[config.mk]
export PLATFORM = sky130hd
export DESIGN_NAME = regfile_scoreboard_flat
export DESIGN_NICKNAME = d
export VERILOG_FILES = /design/src/rtl/regfile_scoreboard_if.sv /design/src/rtl/regfile_scoreboard.sv /design/src/flat_wrapper.sv
export SDC_FILE = /design/constraint.sdc
export NUM_CORES = 1
export LEC_CHECK = 0
export ABC_AREA = 1
export BUFFER_PORTS_ARGS = -buffer_cell sky130_fd_sc_hd__buf_2
export CAP_MARGIN = 20
export CORE_MARGIN = 1.5
export CORE_UTILIZATION = 32
export DETAILED_ROUTE_END_ITERATION = 16
export SLEW_MARGIN = 20
export SYNTH_ARGS = -nofsm -noshare
export SYNTH_HDL_FRONTEND = slang
export SYNTH_SLANG_ARGS = --single-unit
[constraint.sdc]
create_clock -name clk -period 8.1 [get_ports clk]
set_input_delay 1.62 -clock clk [delete_from_list [all_inputs] [get_ports clk]]
set_output_delay 1.62 -clock clk [all_outputs]
set_load 0.05 [all_outputs]
[src/rtl/regfile_scoreboard_if.sv]
// Issue, dual writeback and register-file write bundle for the register scoreboard.
// The master drives requests (decode/writeback units); the slave is the scoreboard.
interface regfile_scoreboard_if #(
  parameter int NUM_REGS = 32,
  parameter int ADDR_W   = 5,
  parameter int DATA_W   = 64
);
  logic              iss_valid;
  logic [ADDR_W-1:0] iss_rs1;
  logic [ADDR_W-1:0] iss_rs2;
  logic [ADDR_W-1:0] iss_rd;
  logic              iss_rd_wen;
  logic              iss_stall;

  logic              wba_valid;
  logic [ADDR_W-1:0] wba_rd;
  logic [DATA_W-1:0] wba_data;
  logic              wba_ready;

  logic              wbb_valid;
  logic [ADDR_W-1:0] wbb_rd;
  logic [DATA_W-1:0] wbb_data;
  logic              wbb_ready;

  logic              rf_we;
  logic [ADDR_W-1:0] rf_rd;
  logic [DATA_W-1:0] rf_wdata;
  logic [NUM_REGS-1:0] busy_vec;
  logic [ADDR_W:0]   pending_cnt;
  logic              err_spurious;

  modport master (
    output iss_valid, iss_rs1, iss_rs2, iss_rd, iss_rd_wen,
    output wba_valid, wba_rd, wba_data,
    output wbb_valid, wbb_rd, wbb_data,
    input  iss_stall, wba_ready, wbb_ready,
    input  rf_we, rf_rd, rf_wdata, busy_vec, pending_cnt, err_spurious
  );

  modport slave (
    input  iss_valid, iss_rs1, iss_rs2, iss_rd, iss_rd_wen,
    input  wba_valid, wba_rd, wba_data,
    input  wbb_valid, wbb_rd, wbb_data,
    output iss_stall, wba_ready, wbb_ready,
    output rf_we, rf_rd, rf_wdata, busy_vec, pending_cnt, err_spurious
  );
endinterface

[src/rtl/regfile_scoreboard.sv]
// Busy-bit scoreboard: stalls issue on RAW/WAW, arbitrates the single RF write port (A default, B after starvation).
// Stall/grant are combinational; the RF write is registered (1 cycle); losers hold their request.
module regfile_scoreboard #(
  parameter int NUM_REGS     = 32,
  parameter int ADDR_W       = 5,
  parameter int DATA_W       = 64,
  parameter int STARVE_LIMIT = 4
) (
  input  logic clk,
  input  logic reset,
  regfile_scoreboard_if.slave bus
);
  localparam int SW = $clog2(STARVE_LIMIT + 1);

  logic [NUM_REGS-1:0] busy_q, busy_d;
  logic [ADDR_W:0]     cnt_q, cnt_d;
  logic [SW-1:0]       starve_q, starve_d;
  logic                rf_we_q;
  logic [ADDR_W-1:0]   rf_rd_q, rf_rd_d;
  logic [DATA_W-1:0]   rf_wdata_q, rf_wdata_d;
  logic                err_q, err_d;

  logic              stall, fire, a_win, b_win, grant;
  logic [ADDR_W-1:0] g_rd;
  logic [DATA_W-1:0] g_data;

  // busy_q[0] is never set, so x0 needs no special case in the hazard check.
  assign stall = bus.iss_valid & (busy_q[bus.iss_rs1] | busy_q[bus.iss_rs2]
                                  | (bus.iss_rd_wen & busy_q[bus.iss_rd]));
  assign fire  = bus.iss_valid & ~stall;

  assign b_win  = bus.wbb_valid & (~bus.wba_valid | (starve_q >= SW'(STARVE_LIMIT)));
  assign a_win  = bus.wba_valid & ~b_win;
  assign grant  = a_win | b_win;
  assign g_rd   = b_win ? bus.wbb_rd   : bus.wba_rd;
  assign g_data = b_win ? bus.wbb_data : bus.wba_data;

  always_comb begin
    busy_d     = busy_q;
    starve_d   = '0;
    rf_rd_d    = rf_rd_q;
    rf_wdata_d = rf_wdata_q;
    err_d      = err_q;
    if (bus.wbb_valid && !b_win && (starve_q < SW'(STARVE_LIMIT)))
      starve_d = starve_q + SW'(1);
    else if (bus.wbb_valid && !b_win)
      starve_d = starve_q;
    if (grant) begin
      rf_rd_d    = g_rd;
      rf_wdata_d = g_data;
      if (g_rd != '0) begin
        if (!busy_q[g_rd]) err_d = 1'b1;
        busy_d[g_rd] = 1'b0;
      end
    end
    // Applied after the clear so a same-cycle reissue keeps the register busy.
    if (fire && bus.iss_rd_wen && (bus.iss_rd != '0))
      busy_d[bus.iss_rd] = 1'b1;
    busy_d[0] = 1'b0;
    cnt_d = '0;
    for (int i = 0; i < NUM_REGS; i++)
      cnt_d = cnt_d + {{ADDR_W{1'b0}}, busy_d[i]};
  end

  always_ff @(posedge clk or negedge reset) begin
    if (!reset) begin
      busy_q     <= '0;
      cnt_q      <= '0;
      starve_q   <= '0;
      rf_we_q    <= 1'b0;
      rf_rd_q    <= '0;
      rf_wdata_q <= '0;
      err_q      <= 1'b0;
    end else begin
      busy_q     <= busy_d;
      cnt_q      <= cnt_d;
      starve_q   <= starve_d;
      rf_we_q    <= grant;
      rf_rd_q    <= rf_rd_d;
      rf_wdata_q <= rf_wdata_d;
      err_q      <= err_d;
    end
  end

  assign bus.iss_stall    = stall;
  assign bus.wba_ready    = a_win;
  assign bus.wbb_ready    = b_win;
  assign bus.rf_we        = rf_we_q;
  assign bus.rf_rd        = rf_rd_q;
  assign bus.rf_wdata     = rf_wdata_q;
  assign bus.busy_vec     = busy_q;
  assign bus.pending_cnt  = cnt_q;
  assign bus.err_spurious = err_q;
endmodule

[src/flat_wrapper.sv]
// flat-port wrapper written by rule: the top's interface ports become plain ports
module regfile_scoreboard_flat 
#(
  parameter int NUM_REGS     = 32,
  parameter int ADDR_W       = 5,
  parameter int DATA_W       = 64,
  parameter int STARVE_LIMIT = 4
)
  (clk, reset, bus_iss_valid, bus_iss_rs1, bus_iss_rs2, bus_iss_rd, bus_iss_rd_wen, bus_wba_valid, bus_wba_rd, bus_wba_data, bus_wbb_valid, bus_wbb_rd, bus_wbb_data, bus_iss_stall, bus_wba_ready, bus_wbb_ready, bus_rf_we, bus_rf_rd, bus_rf_wdata, bus_busy_vec, bus_pending_cnt, bus_err_spurious);
  regfile_scoreboard_if #(.NUM_REGS(NUM_REGS), .ADDR_W(ADDR_W), .DATA_W(DATA_W)) bus_i ();
  input  logic clk;
  input  logic reset;
  input wire logic [$bits(bus_i.iss_valid)-1:0] bus_iss_valid;
  input wire logic [$bits(bus_i.iss_rs1)-1:0] bus_iss_rs1;
  input wire logic [$bits(bus_i.iss_rs2)-1:0] bus_iss_rs2;
  input wire logic [$bits(bus_i.iss_rd)-1:0] bus_iss_rd;
  input wire logic [$bits(bus_i.iss_rd_wen)-1:0] bus_iss_rd_wen;
  input wire logic [$bits(bus_i.wba_valid)-1:0] bus_wba_valid;
  input wire logic [$bits(bus_i.wba_rd)-1:0] bus_wba_rd;
  input wire logic [$bits(bus_i.wba_data)-1:0] bus_wba_data;
  input wire logic [$bits(bus_i.wbb_valid)-1:0] bus_wbb_valid;
  input wire logic [$bits(bus_i.wbb_rd)-1:0] bus_wbb_rd;
  input wire logic [$bits(bus_i.wbb_data)-1:0] bus_wbb_data;
  output wire logic [$bits(bus_i.iss_stall)-1:0] bus_iss_stall;
  output wire logic [$bits(bus_i.wba_ready)-1:0] bus_wba_ready;
  output wire logic [$bits(bus_i.wbb_ready)-1:0] bus_wbb_ready;
  output wire logic [$bits(bus_i.rf_we)-1:0] bus_rf_we;
  output wire logic [$bits(bus_i.rf_rd)-1:0] bus_rf_rd;
  output wire logic [$bits(bus_i.rf_wdata)-1:0] bus_rf_wdata;
  output wire logic [$bits(bus_i.busy_vec)-1:0] bus_busy_vec;
  output wire logic [$bits(bus_i.pending_cnt)-1:0] bus_pending_cnt;
  output wire logic [$bits(bus_i.err_spurious)-1:0] bus_err_spurious;
  assign bus_i.iss_valid = bus_iss_valid;
  assign bus_i.iss_rs1 = bus_iss_rs1;
  assign bus_i.iss_rs2 = bus_iss_rs2;
  assign bus_i.iss_rd = bus_iss_rd;
  assign bus_i.iss_rd_wen = bus_iss_rd_wen;
  assign bus_i.wba_valid = bus_wba_valid;
  assign bus_i.wba_rd = bus_wba_rd;
  assign bus_i.wba_data = bus_wba_data;
  assign bus_i.wbb_valid = bus_wbb_valid;
  assign bus_i.wbb_rd = bus_wbb_rd;
  assign bus_i.wbb_data = bus_wbb_data;
  assign bus_iss_stall = bus_i.iss_stall;
  assign bus_wba_ready = bus_i.wba_ready;
  assign bus_wbb_ready = bus_i.wbb_ready;
  assign bus_rf_we = bus_i.rf_we;
  assign bus_rf_rd = bus_i.rf_rd;
  assign bus_rf_wdata = bus_i.rf_wdata;
  assign bus_busy_vec = bus_i.busy_vec;
  assign bus_pending_cnt = bus_i.pending_cnt;
  assign bus_err_spurious = bus_i.err_spurious;
  regfile_scoreboard #(.NUM_REGS(NUM_REGS), .ADDR_W(ADDR_W), .DATA_W(DATA_W), .STARVE_LIMIT(STARVE_LIMIT)) u_core (.clk(clk), .reset(reset), .bus(bus_i));
endmodule
# Yosys cells after proc, flatten, opt, wreduce, memory -nomap -nowiden
# Cells that the tools add are included.
# totals
in_bits	159
reg_bits	111
out_inout_bits	112
# op_classes
n_reduce_logical	10
n_addsub	31
n_lt_le_gt_ge	8
eq_ne	1
bitwise	16
mux	19
# ops
op	n
adder 6 x 1 -> 6 bit	29
2-to-1 mux 32 bit	3
2-to-1 mux 64 bit	1
AND 32 bit	1
NOT 32 bit	1
bitwise OR 32 bit	1
< comparator 5 x 6 -> 1 bit, second input constant	4
binary-select mux 1 bit (select 5 bit)	4
demux 1 bit (select 5 bit)	2
>= comparator 5 x 1 -> 1 bit, second input constant	2
nonzero test 5 bit	2
logical AND 1 bit	6
2-to-1 mux 1 bit	6
2-to-1 mux 3 bit	2
AND 1 bit	5
2-to-1 mux 5 bit	1
NOT 1 bit	4
bitwise OR 1 bit	4
adder 3 x 1 -> 3 bit, second input constant	1
>= comparator 3 bit, second input constant	1
< comparator 3 bit, second input constant	1
AND reduction 3 bit	1
adder 1 x 1 -> 2 bit	1
!= test 2 bit, second input constant	1
zero test 1 bit	1

# Longest topological paths before layout
# depth
depth_word	44
ltp_mapped	30
ltp_nobuf	27

# Worst setup path before layout
# Ideal clock, no wire load.
# synth_path
path_type	input-to-reg
start	input port bus_iss_rs2[0]
end	register u_core.cnt_q[4] (netlist: u_core.bus.pending_cnt[4])
stages	28
required_time_ps	8020
setup_time_ps	80
slack_ps	722
arrival_ps	7298
cell_sequence	buf_4 -> inv_2 -> buf_4 -> nand2_1 -> nand3_1 -> nand3_1 -> nand3_1 -> nand3_1 -> nand2_1 -> nand4_2 -> buf_6 -> buf_8 -> o21ai_1 -> ha_1 -> fa_1 -> fa_1 -> fa_1 -> fa_1 -> inv_1 -> fa_1 -> fa_1 -> inv_1 -> ha_1 -> fa_1 -> a21oi_1 -> nor2_1 -> nor2_1 -> xnor2_1
# synth_between
elab_chain_cells	40
# synth_rtl
item	line	source
from (decl)	flat_wrapper.sv:15	input wire logic [$bits(bus_i.iss_rs2)-1:0] bus_iss_rs2;
binary-select mux 1 bit (select 5 bit)	regfile_scoreboard.sv:28	assign stall = bus.iss_valid & (busy_q[bus.iss_rs1] | busy_q[bus.iss_rs2]
2-to-1 mux 1 bit (not written as such)	regfile_scoreboard.sv:28	
bitwise OR 1 bit	regfile_scoreboard.sv:28	
bitwise OR 1 bit	regfile_scoreboard.sv:29	| (bus.iss_rd_wen & busy_q[bus.iss_rd]));
AND 1 bit	regfile_scoreboard.sv:28	
NOT 1 bit	regfile_scoreboard.sv:30	assign fire = bus.iss_valid & ~stall;
AND 1 bit	regfile_scoreboard.sv:30	
logical AND 1 bit (2 in a row)	regfile_scoreboard.sv:57	if (fire && bus.iss_rd_wen && (bus.iss_rd != '0))
2-to-1 mux 32 bit	regfile_scoreboard.sv:57	
named net u_core.busy_d[1]	regfile_scoreboard.sv:15	logic [NUM_REGS-1:0] busy_q, busy_d;
adder 1 x 1 -> 2 bit	regfile_scoreboard.sv:62	cnt_d = cnt_d + {{ADDR_W{1'b0}}, busy_d[i]};
adder 6 x 1 -> 6 bit (29 in a row)	regfile_scoreboard.sv:62	
named net u_core.cnt_d[4]	regfile_scoreboard.sv:16	logic [ADDR_W:0] cnt_q, cnt_d;
to (signal assigned)	regfile_scoreboard.sv:76	cnt_q <= cnt_d;
to (decl)	regfile_scoreboard.sv:16	
# The timed path passes the listed nets, and every way through them passes these cells. The select of a mux whose other input is x is not followed.
# A chain may end at the register's enable or synchronous reset.

# Worst setup path in the final report
# layout_path
start	input port bus_iss_rd[0]
end	register u_core.cnt_q[4] (netlist: u_core.bus.pending_cnt[4])
# layout_between
elab_chain_cells	40
# layout_rtl
item	line	source
from (decl)	flat_wrapper.sv:16	input wire logic [$bits(bus_i.iss_rd)-1:0] bus_iss_rd;
binary-select mux 1 bit (select 5 bit)	regfile_scoreboard.sv:29	
2-to-1 mux 1 bit (not written as such)	regfile_scoreboard.sv:29	
AND 1 bit	regfile_scoreboard.sv:29	
bitwise OR 1 bit	regfile_scoreboard.sv:29	
AND 1 bit	regfile_scoreboard.sv:28	
NOT 1 bit	regfile_scoreboard.sv:30	
AND 1 bit	regfile_scoreboard.sv:30	
logical AND 1 bit (2 in a row)	regfile_scoreboard.sv:57	
2-to-1 mux 32 bit *	regfile_scoreboard.sv:57	
named net u_core.busy_d[2]	regfile_scoreboard.sv:15	
adder 1 x 1 -> 2 bit *	regfile_scoreboard.sv:62	
adder 6 x 1 -> 6 bit * (29 in a row)	regfile_scoreboard.sv:62	
named net u_core.cnt_d[4]	regfile_scoreboard.sv:16	
# Mark *: on every way through the listed nets, which the timed path passes. The rest lies on a longest branch. The select of a mux whose other input is x is not followed.

==> metrics.md <==
| Metric | Value |
|---|---|
| Clk_lat worst skew | `0.38 ns` |
| Cells after synthesis | `1021` |
| Critical Path Max Stage Delay | `0.54 ns` |
| Mapped Avg Cell Area | `7.09 um^2` |
| Kind of critical path | `input port to flip-flop` |
| Crit path DAT | `7.76 ns` |
| Vias after detailed routing | `7877` |
| DR DRC count | `0` |
| Largest net degree at the start of global routing | `74` |
| Cts bufs inserted | `9` |
| CTS resizes | `0` |
| XOR/XNOR Fraction of Synth Area | `0.00363` |
| CTS tree | `yes` |
| Most frequent cells in the layout | `nand2_1 (356), buf_2 (268), nand3_1 (189)` |
| Hpwl dp | `20800 um` |
| # rows | `54` |
| Routed WL | `27200 um` |
| Max FO, Critical Path | `30` |
| Post-Syn Nets | `1213` |
| Simple-Gate Fraction of Synth Area | `0.373` |
| Final ANT Viol Nets | `0` |
| Slew HR | `0.362` |
| CTS root buffer | `clkbuf_16` |
| Post-CTS setup buffer count | `0` |
| Starting Density | `0.329` |
| Mapped cell area | `7240 um^2` |
| Post-synthesis mux area share | `0` |
| Hold Path Class | `flip-flop to flip-flop` |
| Fin crit share | `0.922` |
| CP max-delay cell | `fa_1` |
| Number of global-route vias before repair | `7558` |
| Yosys warnings | `0` |
| Post-synthesis cell type count | `35` |
| Total gr overflow | `0` |
| Largest family of logic cells by synthesized area | `simple AND/OR/NAND/NOR gates` |
| Fillers | `2305` |
| Fmax | `0.134 GHz` |
| Period minus WS final | `7.47 ns` |
| Most used DFF post-synth | `dfrtp_1` |
| Core area | `22000 um^2` |
| Share of cells above drive strength 1 | `0.261` |
| Initial DRC count | `714` |
| DR pass1 iterations | `5` |
| Sequential-to-total area share from yosys stat | `0.384` |
| Chip height | `153 um` |
| GPL Wtd Cong | `0.951` |
| Drt wl/cell | `17.4 um` |
| RSZ-0062 raised after global routing | `false` |
| Area taken by multi-input logic gates | `3860 um^2` |
| Fin nets | `1467` |
| Area grow syn2layout | `26.8%` |
| Vias per cell | `5.05` |
| GRT Total Usage | `0.234` |
| Status | `completed` |
| Storage cell area | `2780 um^2` |
| Initial antenna violation count | `0` |
| Power per cell area | `339 nW/um^2` |
| CTS Buffer Depth | `2` |
| Final setup viols | `0` |
| VDD IR max | `410 uV` |
| Compound-Gate Fraction of Synth Area | `0.0738` |
| Clock Pin Slew Worst Setup and Hold Paths | `0.09 ns` |
| Max cap viols | `0` |
| Worst Path Required | `8.39 ns` |
| Fin util | `0.417` |
| CP Capture Type | `flip-flop` |
| Diodes inserted | `0` |
| Post-synth EDFFs | `0` |
| Worst slew pin tran | `0.957 ns` |
| Max-slew violations | `0` |
| Leakage | `4.86 nW` |
| Setup_tns | `0 ns` |
| Buffers on Ports | `269` |
| Commonest non-fill, non-tap cell in the layout | `nand2_1` |
| Post-Synth Adder-Cell Area | `0.0809` |
| Die Width | `153 um` |
| Max H-tree Level | `3` |
| Io pins | `271` |
| CTS Sinks | `111` |
| Crit start category | `input port` |
| Cts hold-fix bufs | `0` |
| Cell with the most instances on the worst path | `fa_1` |
| Die ar. | `23500 um^2` |
| FFs w/ async S/R, synth | `1.00` |
| FF+latch count, synth | `111` |
| First-pass GRT wire length | `42500 um` |
| Layout Skew | `0.0161 ns` |
| Fin. Hold Viols | `0` |
## cell type report
type                    count  share of cell area
clock inverters             7             0.00899
clock buffers               9              0.0245
flip-flops and latches    111               0.302
well taps                 280              0.0382
repair buffers            292               0.167
inverters                  93              0.0383
multi-input cells         768               0.420
## report_power, final
part | total, mW | leakage [nW] | switching (mW) | internal, mW
clock | 0.472 | 0.153 | 0.249 | 0.223
combinational | 1.89 | 3.32 | 1.24 | 0.651
sequential | 0.754 | 1.39 | 0.0894 | 0.664
## state kept, by name (all words and copies together) (netlist names)
signal	cells
u_core.bus.busy_vec	31
u_core.bus.err_spurious	1
u_core.bus.pending_cnt	6
u_core.bus.rf_rd	5
u_core.bus.rf_wdata	64
u_core.bus.rf_we	1
u_core.starve_q	3
## cells in the mapped netlist (2+ instances only)
library cell | count | share of area
a31oi_1 | 3 | 0.0026
o31ai_1 | 2 | 0.0021
fa_1 | 23 | 0.064
a21oi_1 | 19 | 0.013
buf_4 | 7 | 0.0073
dfrtp_1 | 111 | 0.38
inv_1 | 85 | 0.044
o21ai_0 | 34 | 0.023
ha_1 | 10 | 0.017
nand2_1 | 356 | 0.18
inv_2 | 7 | 0.0036
nor2_2 | 11 | 0.0095
o21bai_1 | 18 | 0.019
buf_6 | 2 | 0.0031
buf_2 | 10 | 0.0069
nor2_1 | 68 | 0.035
xor2_1 | 2 | 0.0024
o21ai_1 | 12 | 0.0083
nor3_1 | 10 | 0.0069
nand3_1 | 189 | 0.13
clkbuf_1 | 19 | 0.0098
nor2_4 | 2 | 0.0031
buf_1 | 9 | 0.0047
## cell families after synthesis
group / after synthesis
compound gates: 92
xor+xnor: 3
flops: 111
other cells: 1
buf+inv: 142
fa+ha+maj: 33
simple gates: 639
## per-stage QoR
step / hold slack, ns / instance area, um^2 / std cells / setup WS [ns] / power [mW]
floorplan: 0.410 / 7240 / 1021 / 0.722 / 2.11
global placement: 0.424 / 8870 / 1544 / 0.341 / 2.61
detailed placement: 0.427 / 8870 / 1544 / 0.264 / 2.64
CTS: 0.439 / 9180 / 1560 / 0.664 / 3.16
global route: 0.461 / 9180 / 1560 / 0.118 / 3.44
finish: 0.439 / 9180 / 1560 / 0.631 / 3.11
## metal layers
layer  global-route usage  wire (um)  vias to the layer above
li1                     -          -                     3766
met1                0.305      11400                     3683
met2                0.376      12800                      369
met3               0.0476       2050                       59
met4                0.100       1000                        0
met5                    0          0                        -
## critical path: cells and delay by family
kind	cells	cell delay, ns
AND/OR/NAND/NOR	10	0.84
adder cells (fa/ha/maj)	9	3.99
AO/OA/AOI/OAI	3	0.70
buffers and inverters	3	0.47
XOR/XNOR	1	0.12
## path summary, 6_finish.rpt
check | from | end | slack (ns) | depth (start not counted)
worst min-delay path | u_core.starve_q[0] | u_core.starve_q[0] | 0.44 | 1
worst max register to register | u_core.bus.busy_vec[20] | u_core.bus.pending_cnt[4] | 1.68 | 26
min in group asynchronous | reset | u_core.bus.rf_wdata[59] | 1.21 | 1
worst max-delay path | bus_iss_rd[0] | u_core.bus.pending_cnt[4] | 0.63 | 26
max in group asynchronous | reset | u_core.bus.rf_wdata[51] | 5.52 | 2
worst min register to register | u_core.starve_q[0] | u_core.starve_q[0] | 0.44 | 1
Power figures use the tool's default switching activity.
